`src/rtl/mem_arbiter_pkg.sv`:
```
// mem_arbiter_pkg: shared widths, FSM state encoding and port IDs for mem_arbiter.
package mem_arbiter_pkg;

    localparam int API_ADDR_WIDTH = 32;
    localparam int API_DATA_WIDTH = 32;

    // Wide enough for the largest legal access time (15 cycles).
    localparam int CNT_W = 4;

    typedef enum logic [1:0] {
        MEM_ARB_IDLE   = 2'd0,
        MEM_ARB_ACCESS = 2'd1,
        MEM_ARB_RESP   = 2'd2
    } arb_state_e;

    typedef enum logic {
        MEM_ARB_PORT_I = 1'b0,
        MEM_ARB_PORT_D = 1'b1
    } arb_port_e;

endpackage

```
`src/rtl/mem_arbiter.sv`:
```
// mem_arbiter: grants the instruction-fetch (I) or load/store (D) port access
// to the single-ported RAM, holds the chip select for RAM_LAT cycles and returns
// read data with a one-cycle ack.
// Build option: define MEM_ARB_ROUND_ROBIN_EN to alternate ties between the
// ports; otherwise D always wins a tie.
module mem_arbiter
    import mem_arbiter_pkg::*;
#(
    parameter int ADDR_W  = API_ADDR_WIDTH,
    parameter int DATA_W  = API_DATA_WIDTH,
    parameter int RAM_LAT = 1              // legal range 1..15
) (
    input  logic              clk,
    input  logic              reset,
    input  logic              i_req_i,
    input  logic [ADDR_W-1:0] i_addr_i,
    output logic              i_ack_o,
    output logic [DATA_W-1:0] i_rdata_o,
    input  logic              d_req_i,
    input  logic [ADDR_W-1:0] d_addr_i,
    input  logic [DATA_W-1:0] d_wdata_i,
    input  logic [3:0]        d_wr_mask_i,
    output logic              d_ack_o,
    output logic [DATA_W-1:0] d_rdata_o,
    output logic              ram_en_o,
    output logic [ADDR_W-1:0] ram_addr_o,
    output logic [DATA_W-1:0] ram_wdata_o,
    output logic [3:0]        ram_wr_mask_o,
    input  logic [DATA_W-1:0] ram_rdata_i
);

    arb_state_e        state_q, state_d;
    logic [CNT_W-1:0]  cnt_q, cnt_d;
    arb_port_e         grant_q, grant_d;
    logic [ADDR_W-1:0] addr_q, addr_d;
    logic [DATA_W-1:0] wdata_q, wdata_d;
    logic [3:0]        mask_q, mask_d;
    logic [DATA_W-1:0] rdata_q, rdata_d;
    arb_port_e         win;
    logic              in_access;
    logic              in_resp;

`ifdef MEM_ARB_ROUND_ROBIN_EN
    arb_port_e last_q;

    // Remember the most recent winner so the next tie goes to the other port.
    always_ff @(posedge clk or posedge reset) begin
        if (reset) begin
            last_q <= MEM_ARB_PORT_D;
        end else if (state_q == MEM_ARB_IDLE && (i_req_i || d_req_i)) begin
            last_q <= win;
        end
    end
`endif

    // Two-input tie pick; a lone requester always wins.
    always_comb begin
        win = MEM_ARB_PORT_D;
        if (i_req_i && !d_req_i) begin
            win = MEM_ARB_PORT_I;
        end else if (i_req_i && d_req_i) begin
`ifdef MEM_ARB_ROUND_ROBIN_EN
            win = (last_q == MEM_ARB_PORT_D) ? MEM_ARB_PORT_I : MEM_ARB_PORT_D;
`else
            win = MEM_ARB_PORT_D;
`endif
        end
    end

    // State and request registers; every output is decoded from these.
    // NOTE: clocked state uses non-blocking (<=) so all registers update together.
    always_ff @(posedge clk or posedge reset) begin
        if (reset) begin
            state_q <= MEM_ARB_IDLE;
            cnt_q   <= '0;
            grant_q <= MEM_ARB_PORT_D;
            addr_q  <= '0;
            wdata_q <= '0;
            mask_q  <= '0;
            rdata_q <= '0;
        end else begin
            state_q <= state_d;
            cnt_q   <= cnt_d;
            grant_q <= grant_d;
            addr_q  <= addr_d;
            wdata_q <= wdata_d;
            mask_q  <= mask_d;
            rdata_q <= rdata_d;
        end
    end

    // Next-state logic: grant in IDLE, count down in ACCESS, ack in RESP.
    // NOTE: every variable gets a default first so no path can infer a latch.
    always_comb begin
        state_d = state_q;
        cnt_d   = cnt_q;
        grant_d = grant_q;
        addr_d  = addr_q;
        wdata_d = wdata_q;
        mask_d  = mask_q;
        rdata_d = rdata_q;
        case (state_q)
            MEM_ARB_IDLE: begin
                if (i_req_i || d_req_i) begin
                    grant_d = win;
                    cnt_d   = CNT_W'(RAM_LAT - 1);
                    state_d = MEM_ARB_ACCESS;
                    if (win == MEM_ARB_PORT_I) begin
                        // Instruction fetches are always reads.
                        addr_d  = i_addr_i;
                        wdata_d = '0;
                        mask_d  = '0;
                    end else begin
                        addr_d  = d_addr_i;
                        wdata_d = d_wdata_i;
                        mask_d  = d_wr_mask_i;
                    end
                end
            end
            MEM_ARB_ACCESS: begin
                if (cnt_q == '0) begin
                    // Writes return zero so the rdata outputs never show stale data.
                    rdata_d = (mask_q == 4'b0000) ? ram_rdata_i : '0;
                    state_d = MEM_ARB_RESP;
                end else begin
                    cnt_d = cnt_q - 1'b1;
                end
            end
            MEM_ARB_RESP: begin
                state_d = MEM_ARB_IDLE;
            end
            default: begin
                state_d = MEM_ARB_IDLE;
            end
        endcase
    end

    assign in_access = (state_q == MEM_ARB_ACCESS);
    assign in_resp   = (state_q == MEM_ARB_RESP);

    assign ram_en_o      = in_access;
    assign ram_addr_o    = in_access ? addr_q  : '0;
    assign ram_wdata_o   = in_access ? wdata_q : '0;
    assign ram_wr_mask_o = in_access ? mask_q  : 4'b0000;

    assign i_ack_o   = in_resp && (grant_q == MEM_ARB_PORT_I);
    assign d_ack_o   = in_resp && (grant_q == MEM_ARB_PORT_D);
    assign i_rdata_o = i_ack_o ? rdata_q : '0;
    assign d_rdata_o = d_ack_o ? rdata_q : '0;

endmodule
```
`config.mk`:
```
export PLATFORM = sky130hd
export DESIGN_NAME = mem_arbiter
export DESIGN_NICKNAME = d
export VERILOG_FILES = /design/src/rtl/mem_arbiter_pkg.sv /design/src/rtl/mem_arbiter.sv
export SDC_FILE = /design/constraint.sdc
export NUM_CORES = 1
export LEC_CHECK = 0
export BUFFER_PORTS_ARGS = -buffer_cell sky130_fd_sc_hd__buf_4
export CORE_ASPECT_RATIO = 0.8
export CORE_MARGIN = 8
export CORE_UTILIZATION = 46
export DETAILED_ROUTE_END_ITERATION = 8
export HOLD_SLACK_MARGIN = 0.06
export PLACE_DENSITY = 0.87
export SLEW_MARGIN = 20
export SYNTH_ARGS = -nofsm -noshare
export SYNTH_HDL_FRONTEND = slang
export SYNTH_SLANG_ARGS = --single-unit
```
`constraint.sdc`:
```
create_clock -name clk -period 4.81 [get_ports clk]
set_clock_uncertainty 0.1 [all_clocks]
set_input_delay 1.443 -clock clk [delete_from_list [all_inputs] [get_ports clk]]
set_output_delay 1.443 -clock clk [all_outputs]
set_load 0.05 [all_outputs]
```
==> metrics.md <==
| Metric | Value |
|---|---|
| Initial DRC Count | `229` |
| TritonRoute pass-1 iters | `4` |
| Flop pwr share | `0.299` |
| Sw frac | `0.4824` |
| Fraction of layout cells with a size suffix above 1 | `0.3811` |
| Antenna violations before repair | `0` |
| DP Area | `0.007547 sq mm` |
| Hold Vio Cnt, Final | `0` |
| Clock slew at reported path FFs | `roughly 70 ps` |
| CTS sink cnt | `between 100 and 150` |
| Critical path type | `reg2out` |
| Dominant cell type by area after synthesis | `dfrtp_1` |
| ANT cells | `0` |
| Max clock buf depth | `2` |
| Tcrit/Tclk final | `0.7409` |
| I/O Buffers | `270` |
| Synthesized area per cell | `~10 sq um` |
| Crit-path max FO | `33` |
| Setup crit end | `d_rdata_o[1]` |
| CTS Root Cell | `clkbuf_16` |
| Reg-to-reg critical path endpoint | `addr_q[29]$_DFFE_PP0P_` |
| Place WS | `between 1500 and 2000 ps` |
| CP Capture Type | `output port` |
| Synth top cells by count | `and2_1 (132), dfrtp_1 (106), mux2i_1 (66), inv_1 (39)` |
| Number of synthesized flops with an enable pin | `0` |
| Largest cells by area after synthesis | `dfrtp_1 (49%), and2_1 (15%), mux2i_1 (12%)` |
| Combinational Power Share | `0.568` |
| Worst relative slew slack | `0.3540` |
| Clock network power share | `0.132` |
| Final Cell Area | `around 0.0079 sq mm` |
| Synth Instances | `approximately 540` |
| Most common cell in the netlist | `and2_1` |
| Setup_tns | `0 ps` |
| Power density cells | `about 670 mW/mm^2` |
| Crit path DAT | `between 2000 and 2500 ps` |
| Drt via density | `5.097` |
| P&R area growth vs syn | `44.07%` |
| Vias in the first global route | `~5.0k` |
| Top achievable clock speed | `~280 MHz` |
| CTS Hold Buffers Added | `0` |
| Setup ws final | `between 1000 and 1500 ps` |
| Number of remaining DRC errors | `0` |
| DRT antenna net count | `0` |
| GRT Total Usage | `0.2031` |
| Worst R2R Setup Slack | `2410 ps` |
| Hold Path Class | `reg2reg` |
| Max-slew violations | `0` |
| Slowest-stage cell, CP | `and3b_1` |
| Rows | `35` |
| Clock Latency Late Sink | `between 300 and 400 ps` |
| P_int | `~2700 uW` |
| Post-synthesis sequential area ratio | `0.4912` |
| Peak VDD IR | `approximately 0.0005 V` |
| Total Nets Final | `between 900 and 1k` |
| Netlist cell types | `29` |
| Die width | `between 100 and 150 um` |
| Yosys reg bits | `107` |
| CTS H-tree depth | `3` |
| DPL Wire Length | `~12000 um` |
| Number of max-cap violations | `0` |
| Run status | `completed` |
| Dominant synthesized flop cell | `dfrtp_1` |
| Syn_nets | `a little under 700` |
| Core occupancy in the finished layout | `0.6797` |
| First-pass GRT wire length | `around 26000 um` |
| Largest net degree at the start of global routing | `83` |
| Setup Fix Bufs, Post-CTS | `0` |
| R2r startpoint | `state_q[0]$_DFFE_PP0P_` |
| RSZ-0062 raised after global routing | `no` |
| P_leak | `just over 0.004 uW` |
| Cell Area, Synth | `roughly 0.0055 sq mm` |
| Resized cells post-CTS | `0` |
| CP cell instances | `and3b_1 > and2_1 > buf_4` |
| CP Launch Point | `grant_q$_DFFE_PP1P_` |
| WL/cell | `about 18 um` |
| Final Wtd Congestion | `around 0.76` |
| Overflow left after global routing | `0` |
| Final setup fails | `0` |
| Routed vias | `4806` |
| Hold_ws | `approximately 400 ps` |
| Placeable Area | `between 0.01 and 0.015 sq mm` |
| Final WL | `around 17000 um` |
| Syn. warnings | `0` |
| Worst setup SP type | `flop` |
| Crit-path max cell delay | `a little under 700 ps` |
| Worst-Margin Slew | `just under 1000 ps` |
| Die Ht | `roughly 110 um` |
| Starting Density | `0.4718` |
| Ports | `between 200 and 300` |
| Final worst path period need | `3564 ps` |
| Asr flop ratio synth | `1.000` |
| Total CTS buffers | `9` |
| Worst r2r path cells | `5` |
| CTS tree | `built` |
| Critical path data required time | `about 3300 ps` |
| Die area | `0.01562 sq mm` |
| Synth top area share | `0.4864` |
| Sw Pwr | `2535 uW` |
worst max-delay path: cells and delay by family, from the launching register on:
kind                   cells  cell delay (ps)
AND/OR/NAND/NOR            2              930
flip-flops                 1              550
buffers and inverters      1              200
routing by layer:
metal	part of all wire	GRT usage
met5	0	0
met4	0.013	0.04217
met3	0.10	0.07074
met2	0.49	0.3548
met1	0.39	0.2348
state kept, by name, summed over array words and instances, names as in the netlist:
register,count
addr_q,32
cnt_q,4
grant_q,1
mask_q,4
rdata_q,32
state_q,2
wdata_q,32
cells by family after synthesis:
family	count (synthesis)	share of synthesized area
multiplexers	66	0.1211
adder cells (fa/ha/maj)	2	0.004587
AO/OA/AOI/OAI	108	0.1257
flip-flops	107	0.4912
buffers and inverters	81	0.06469
AND/OR/NAND/NOR	179	0.1927
per-stage QoR:
step                power [uW]  std cells
floorplan                 3698        543
global placement          4482        927
detailed placement        4584        927
CTS                       5297        942
global route              5555        943
finish                    5255        943
power groups by stage:
stage | clock network (uW) | logic (uW) | registers [uW]
2_1_floorplan | 0 | 2220 | 1480
3_3_place_gp | 0 | 2930 | 1550
3_5_place_dp | 0 | 3010 | 1570
4_1_cts | 714 | 3010 | 1570
5_1_grt | 748 | 3190 | 1620
6_report | 696 | 2990 | 1570
cells in the final DEF, fill, tap and decap left out, types with 2 or more instances in the layout:
master        n
nand2_1      32
or2_2         2
o21ai_1      32
clkbuf_8      2
dfrtp_1     106
mux2i_1      66
nand2b_1      2
o21ai_0      36
a22o_1       36
and2_1      132
buf_4       278
clkinvlp_4    2
nor2_2        2
ha_1          2
clkbuf_16     9
inv_1        38
worst min path at each step:
stage          cells after the start  slack [ps]                    start                      end
6_report                           1         400   wdata_q[5]$_DFFE_PP0P_   wdata_q[5]$_DFFE_PP0P_
5_1_grt                            1         410   wdata_q[8]$_DFFE_PP0P_   wdata_q[8]$_DFFE_PP0P_
4_1_cts                            1         400   wdata_q[5]$_DFFE_PP0P_   wdata_q[5]$_DFFE_PP0P_
3_5_place_dp                       1         380   wdata_q[8]$_DFFE_PP0P_   wdata_q[8]$_DFFE_PP0P_
3_3_place_gp                       1         380  wdata_q[31]$_DFFE_PP0P_  wdata_q[31]$_DFFE_PP0P_
2_1_floorplan                      1         360   wdata_q[0]$_DFFE_PP0P_   wdata_q[0]$_DFFE_PP0P_
final cells by class:
cell class	count	area, sq um
multi-input cells	355	2447
clock inverters	3	23.77
flip-flops and latches	107	2679
clock buffers	12	256.5
fillers	905	3704
repair buffers	279	2115
inverters	39	151.4
well taps	148	185.2
Note: power is estimated with default switching activity, not from simulation.
